### config.mk
export PLATFORM = sky130hd
export DESIGN_NAME = ring_mem_requester
export DESIGN_NICKNAME = d
export VERILOG_FILES = /design/src/rtl/ring_mem_requester.sv
export SDC_FILE = /design/constraint.sdc
export NUM_CORES = 1
export LEC_CHECK = 0
export CAP_MARGIN = 10
export CORE_UTILIZATION = 51
export CTS_BUF_LIST = sky130_fd_sc_hd__clkbuf_8
export DETAILED_ROUTE_END_ITERATION = 10
export PLACE_DENSITY = 0.8
export SETUP_SLACK_MARGIN = 0.1
export SYNTH_ARGS = -nofsm -noshare
export SYNTH_HDL_FRONTEND = slang
export SYNTH_SLANG_ARGS = --single-unit
### constraint.sdc
create_clock -name clock -period 2.1 [get_ports clock]
set_input_delay 0.315 -clock clock [delete_from_list [all_inputs] [get_ports clock]]
set_output_delay 0.315 -clock clock [all_outputs]
set_load 0.01 [all_outputs]
### src/rtl/ring_mem_requester.sv
// Ring-side memory initiator: injects line reads/writes on the token
// and collects the four-word read return from the RD path.
module ring_mem_requester #(
  parameter logic [3:0] MY_ID = 4'd1
) (
  input  logic         clock,
  input  logic         reset,
  input  logic [31:0]  RingIn,
  input  logic [3:0]   SlotTypeIn,
  input  logic [3:0]   SourceIn,
  output logic [31:0]  RingOut,
  output logic [3:0]   SlotTypeOut,
  output logic [3:0]   SourceOut,
  input  logic [31:0]  RDreturn,
  input  logic [3:0]   RDdest,
  input  logic         reqValid,
  output logic         reqReady,
  input  logic         reqRead,
  input  logic [25:0]  reqAddr,
  input  logic [127:0] reqWdata,
  output logic [127:0] rdData,
  output logic         rdValid,
  output logic         busy
);

  localparam logic [3:0] T_NULL  = 4'd0;
  localparam logic [3:0] T_TOKEN = 4'd1;
  localparam logic [3:0] T_ADDR  = 4'd2;
  localparam logic [3:0] T_WDATA = 4'd3;

  typedef enum logic [1:0] {
    S_PASS,
    S_WR,
    S_TOK,
    S_WAITRD
  } state_t;

  state_t         state_q;
  logic           pend_q;
  logic           rdout_q;
  logic [1:0]     wcnt_q;
  logic [1:0]     rcnt_q;
  logic [31:0]    ring_q;
  logic [3:0]     type_q;
  logic [3:0]     src_q;
  logic           rdvalid_q;
  logic [127:0]   rddata_q;
  logic [95:0]    rbuf_q;
  logic           req_rd_q;
  logic [25:0]    addr_q;
  logic [127:0]   wdata_q;

  logic           accept;
  logic           my_ret;
  logic [31:0]    addr_word;
  logic [31:0]    wr_word;

  assign reqReady  = (state_q == S_PASS) & ~pend_q & ~rdout_q;
  assign accept    = reqValid & reqReady;
  assign my_ret    = (RDdest == MY_ID) & rdout_q;
  assign addr_word = {3'b000, req_rd_q, 2'b00, addr_q};
  assign wr_word   = wdata_q[{wcnt_q, 5'd0} +: 32];

  assign RingOut     = ring_q;
  assign SlotTypeOut = type_q;
  assign SourceOut   = src_q;
  assign rdData      = rddata_q;
  assign rdValid     = rdvalid_q;
  assign busy        = pend_q | (state_q != S_PASS) | rdout_q;

  // Capture the client request when it is accepted.
  always_ff @(posedge clock) begin
    if (reset) begin
      req_rd_q <= 1'b0;
      addr_q   <= '0;
      wdata_q  <= '0;
    end else if (accept) begin
      req_rd_q <= reqRead;
      addr_q   <= reqAddr;
      wdata_q  <= reqWdata;
    end
  end

  // Ring node FSM, registered ring outputs and read-return collection.
  always_ff @(posedge clock) begin
    if (reset) begin
      state_q   <= S_PASS;
      pend_q    <= 1'b0;
      rdout_q   <= 1'b0;
      wcnt_q    <= 2'd0;
      rcnt_q    <= 2'd0;
      ring_q    <= '0;
      type_q    <= T_NULL;
      src_q     <= '0;
      rdvalid_q <= 1'b0;
      rddata_q  <= '0;
      rbuf_q    <= '0;
    end else begin
      rdvalid_q <= 1'b0;
      if (accept) begin
        pend_q <= 1'b1;
      end
      if (my_ret) begin
        if (rcnt_q == 2'd3) begin
          rddata_q  <= {RDreturn, rbuf_q};
          rdvalid_q <= 1'b1;
          rdout_q   <= 1'b0;
          rcnt_q    <= 2'd0;
        end else begin
          rbuf_q[{rcnt_q, 5'd0} +: 32] <= RDreturn;
          rcnt_q <= rcnt_q + 2'd1;
        end
      end
      unique case (state_q)
        S_PASS, S_WAITRD: begin
          type_q <= SlotTypeIn;
          ring_q <= RingIn;
          src_q  <= SourceIn;
          if (SourceIn == MY_ID && SlotTypeIn != T_TOKEN) begin
            type_q <= T_NULL;
            ring_q <= '0;
            src_q  <= '0;
          end
          if (state_q == S_PASS && SlotTypeIn == T_TOKEN
              && pend_q) begin
            type_q <= T_ADDR;
            ring_q <= addr_word;
            src_q  <= MY_ID;
            pend_q <= 1'b0;
            if (req_rd_q) begin
              rdout_q <= 1'b1;
              state_q <= S_TOK;
            end else begin
              wcnt_q  <= 2'd0;
              state_q <= S_WR;
            end
          end
          if (state_q == S_WAITRD && rdvalid_q) begin
            state_q <= S_PASS;
          end
        end
        S_WR: begin
          type_q <= T_WDATA;
          ring_q <= wr_word;
          src_q  <= MY_ID;
          wcnt_q <= wcnt_q + 2'd1;
          if (wcnt_q == 2'd3) begin
            state_q <= S_TOK;
          end
        end
        S_TOK: begin
          type_q  <= T_TOKEN;
          ring_q  <= '0;
          src_q   <= '0;
          state_q <= rdout_q ? S_WAITRD : S_PASS;
        end
      endcase
    end
  end

endmodule

==> flow_metrics.tcl <==
set metrics [dict create \
    die_y_um 178.9 \
    htreeDepth 3 \
    use_met3 0.08036 \
    endpoint_kind "output port" \
    tightest_slew_ns 0.8322 \
    place.gp.congestion 0.8540 \
    rows 64 \
    power_mw 21.44 \
    fin_nets 2560 \
    syn-num-nets 2171 \
    wirelength_um 48770 \
    min_period_ns 1.978 \
    clock-sinks 428 \
    grt_overflow 0 \
    fillCellCount 2280 \
    synth_top_family_by_area "simple AND/OR/NAND/NOR gates" \
    use_met2 0.4804 \
    ys_ff_latch 428 \
    io_pins 405 \
    drtIter0Drc 1376 \
    synth_enable_flop_cells 0 \
    fin_worst_skew_ns 0.02846 \
    internal_power_mw 15.19 \
    r2r-start "state_q[0]" \
    dp_hpwl_um 32740 \
    dieArea_sq_mm 0.03201 \
    pwr-share-clk 0.346 \
    routed_via_density 5.512 \
    finalSetupViolCount 0 \
    cts_buffer_depth 3 \
    antenna_found_initial 5 \
    critPathTopFamily "buffers and inverters" \
    rsz0062_at_grt "yes" \
    critPathKind "reg -> out" \
    worst-path-buf-inv 5 \
    slew_violations 0 \
    synth_top_area_cell "dfxtp_1" \
    p_seq_frac 0.426 \
    finalHoldViolCount 0 \
    core_area_sq_mm 0.03067 \
    antenna_left 0 \
    grt_pass1_wl_um 73490 \
    path_cells "inv_2 > ha_4 > nor3b_4 > buf_6 > buf_6 > inv_2 > buf_6" \
    synth_top_area_share 0.5367 \
    leakage_nw 7.842 \
    initial_utilization 0.5205 \
    drc 0 \
    clock-root-buffer "clkbuf_8" \
    hp-class "in -> reg" \
    switching_share 0.2915 \
    syn_avg_cell_area_sq_um 8.284 \
    setup_ws_ns 0.1217 \
    stdcell_area_sq_mm 0.02235 \
    use_met1 0.3545 \
    crit_required_ns 1.78 \
    share_comb_of_total_power 0.228 \
    worstSkewPairLatency_ns 0.59 \
    critPathMaxStageDelay_ns 0.32 \
    fin_crit_sh 0.9421 \
    fmax_mhz 505.5 \
    synth_top_flop_cell "dfxtp_1" \
    synth-compound-area-share 0.1476 \
    synth_cell_type_count 38 \
    crit_arrival_ns 1.66 \
    yosysSeqAreaShare 0.5367 \
    synth_warnings 0 \
    crit_slowest_cell "dfxtp_2" \
    vdd_drop_max_v 0.0007976 \
    area_growth_pct 39.99 \
    dieWidth_um 178.9 \
    grt-busiest-layer "met2" \
    drv_cap 0 \
    path_max_fanout 2 \
    vias 15210 \
    yosys.area_share.simple 0.2199 \
    dr.pass1.iters 5 \
    crit_top_cell "buf_6" \
    crit_start "state_q[0]" \
    synthArstFlopShare 0 \
    cp-start-kind "flop" \
    maxSlewHeadroom 0.4452 \
    synth_xor_area_frac 0 \
    wire_per_inst_um 17.67 \
    grt_usage 0.2914 \
    grt_pass1_vias 14380 \
    dp_slack_ns -0.5815 \
    power_switching_mw 6.249 \
    synthTopCellsByCount "nand2_1, dfxtp_1, a21oi_1" \
    grt_max_degree 166 \
    synth_area_leaders "dfxtp_1, nand2_1, a21oi_1, mux4_2, nand3_1" \
    drive_gt1_frac 0.09992 \
    synth_most_common_cell "nand2_1" \
    synth-adder-area-share 0.007838 \
    synthMuxAreaShare 0.04514 \
    cts_tree "built" \
    cts_buffers 71 \
    io_buffers 404 \
    synthesis.area_sq_mm 0.01596 \
    post_dp_cell_area_sq_mm 0.02066 \
    clkTransAtPathRegs_ns 0.06 \
    power.density_mw_per_mm2 959.3 \
    status "finished clean" \
    tns_ns 0 \
    hold_start "reset" \
    synthCells 1927 \
]
-- worst register-to-register path, cell delays in order (launching register included) --
cell	delay, ns
dfxtp_2	0.32
inv_2	0.07
ha_4	0.15
nor3b_4	0.19
buf_6	0.13
buf_6	0.11
buf_4	0.13
and2_4	0.16
buf_12	0.13
clkbuf_16	0.23
nand2_1	0.09
a21oi_1	0.14
-- final timing paths --
check / to / slack (ns) / cells past startpoint
setup / recovery: busy / 0.12 / 7
hold / removal: SlotTypeOut[1] / 0.11 / 4
setup reg to reg: addr_q[2] / 0.17 / 11
hold reg to reg: rdData[48] / 0.43 / 2
-- cells by family (layout without fill, tap and decap cells) --
| kind of cell | Yosys count | count (layout) |
|---|---|---|
| AO/OA/AOI/OAI | 441 | 441 |
| adder cells (fa/ha/maj) | 10 | 10 |
| buffers and inverters | 169 | 604 |
| flip-flops | 428 | 428 |
| multiplexers | 32 | 32 |
| other | 0 | 2 |
| AND/OR/NAND/NOR | 847 | 847 |
-- flip-flops by register name (all words and copies together), names as in the netlist --
register     cells
rdData         128
rdout_q          1
req_rd_q         1
rcnt_q           2
rbuf_q          96
RingOut         32
wdata_q        128
addr_q          26
wcnt_q           2
rdValid          1
pend_q           1
SourceOut        4
SlotTypeOut      4
state_q          2
-- per-stage QoR --
stage          hold WS [ns]    util  cells
2_1_floorplan        0.4321       -   1927
3_3_place_gp         0.4361  0.6735   2628
3_5_place_dp         0.4427  0.6735   2628
4_1_cts             0.08050  0.7230   2752
5_1_grt              0.1041  0.7287   2760
6_report             0.1089  0.7287   2760
-- power groups by stage --
stage | sequential (mW) | combinational, mW | clock (mW)
finish | 9.14 | 4.88 | 7.42
global route | 9.20 | 5.27 | 7.91
CTS | 9.13 | 4.44 | 7.52
detailed placement | 9.30 | 4.28 | 0
global placement | 9.26 | 4.17 | 0
floorplan | 9.28 | 2.39 | 0
-- per-layer routing --
metal / part of all wire / vias to the layer above
met5: 0.00051 / -
met4: 0.038 / 4
met3: 0.088 / 127
met2: 0.48 / 648
met1: 0.39 / 7193
li1: - / 7242
-- cells in the final DEF (no fill, tap or decap), types with 9 or more instances in the layout --
master             n
dfxtp_1          423
a221o_1           16
mux4_2            32
nand2_1          674
nand3_1          116
and2_1            21
clkdlybuf4s50_1  401
ha_1               9
inv_1             22
a21oi_1          396
clkbuf_8          89
buf_4             37
buf_12            23
-- layout make-up --
type / instances / area (sq um) / area share
inverters: 11 / 41.29 / 0.001848
multi-input cells: 1330 / 6787 / 0.3037
repair buffers: 474 / 4990 / 0.2233
diodes: 2 / 5.005 / 0.0002240
clock buffers: 89 / 1225 / 0.05481
clock inverters: 30 / 230.2 / 0.01030
well taps: 396 / 495.5 / 0.02217
flip-flops and latches: 428 / 8574 / 0.3837
-- repair_timing --
item	CTS	global route
resized for setup	19	8
hold buffers	0	0
buffers inserted	5	2
endpoints found under the setup margin	27	139
pin swaps	1	2
gates cloned	0	4
Power figures use the tool's default switching activity.
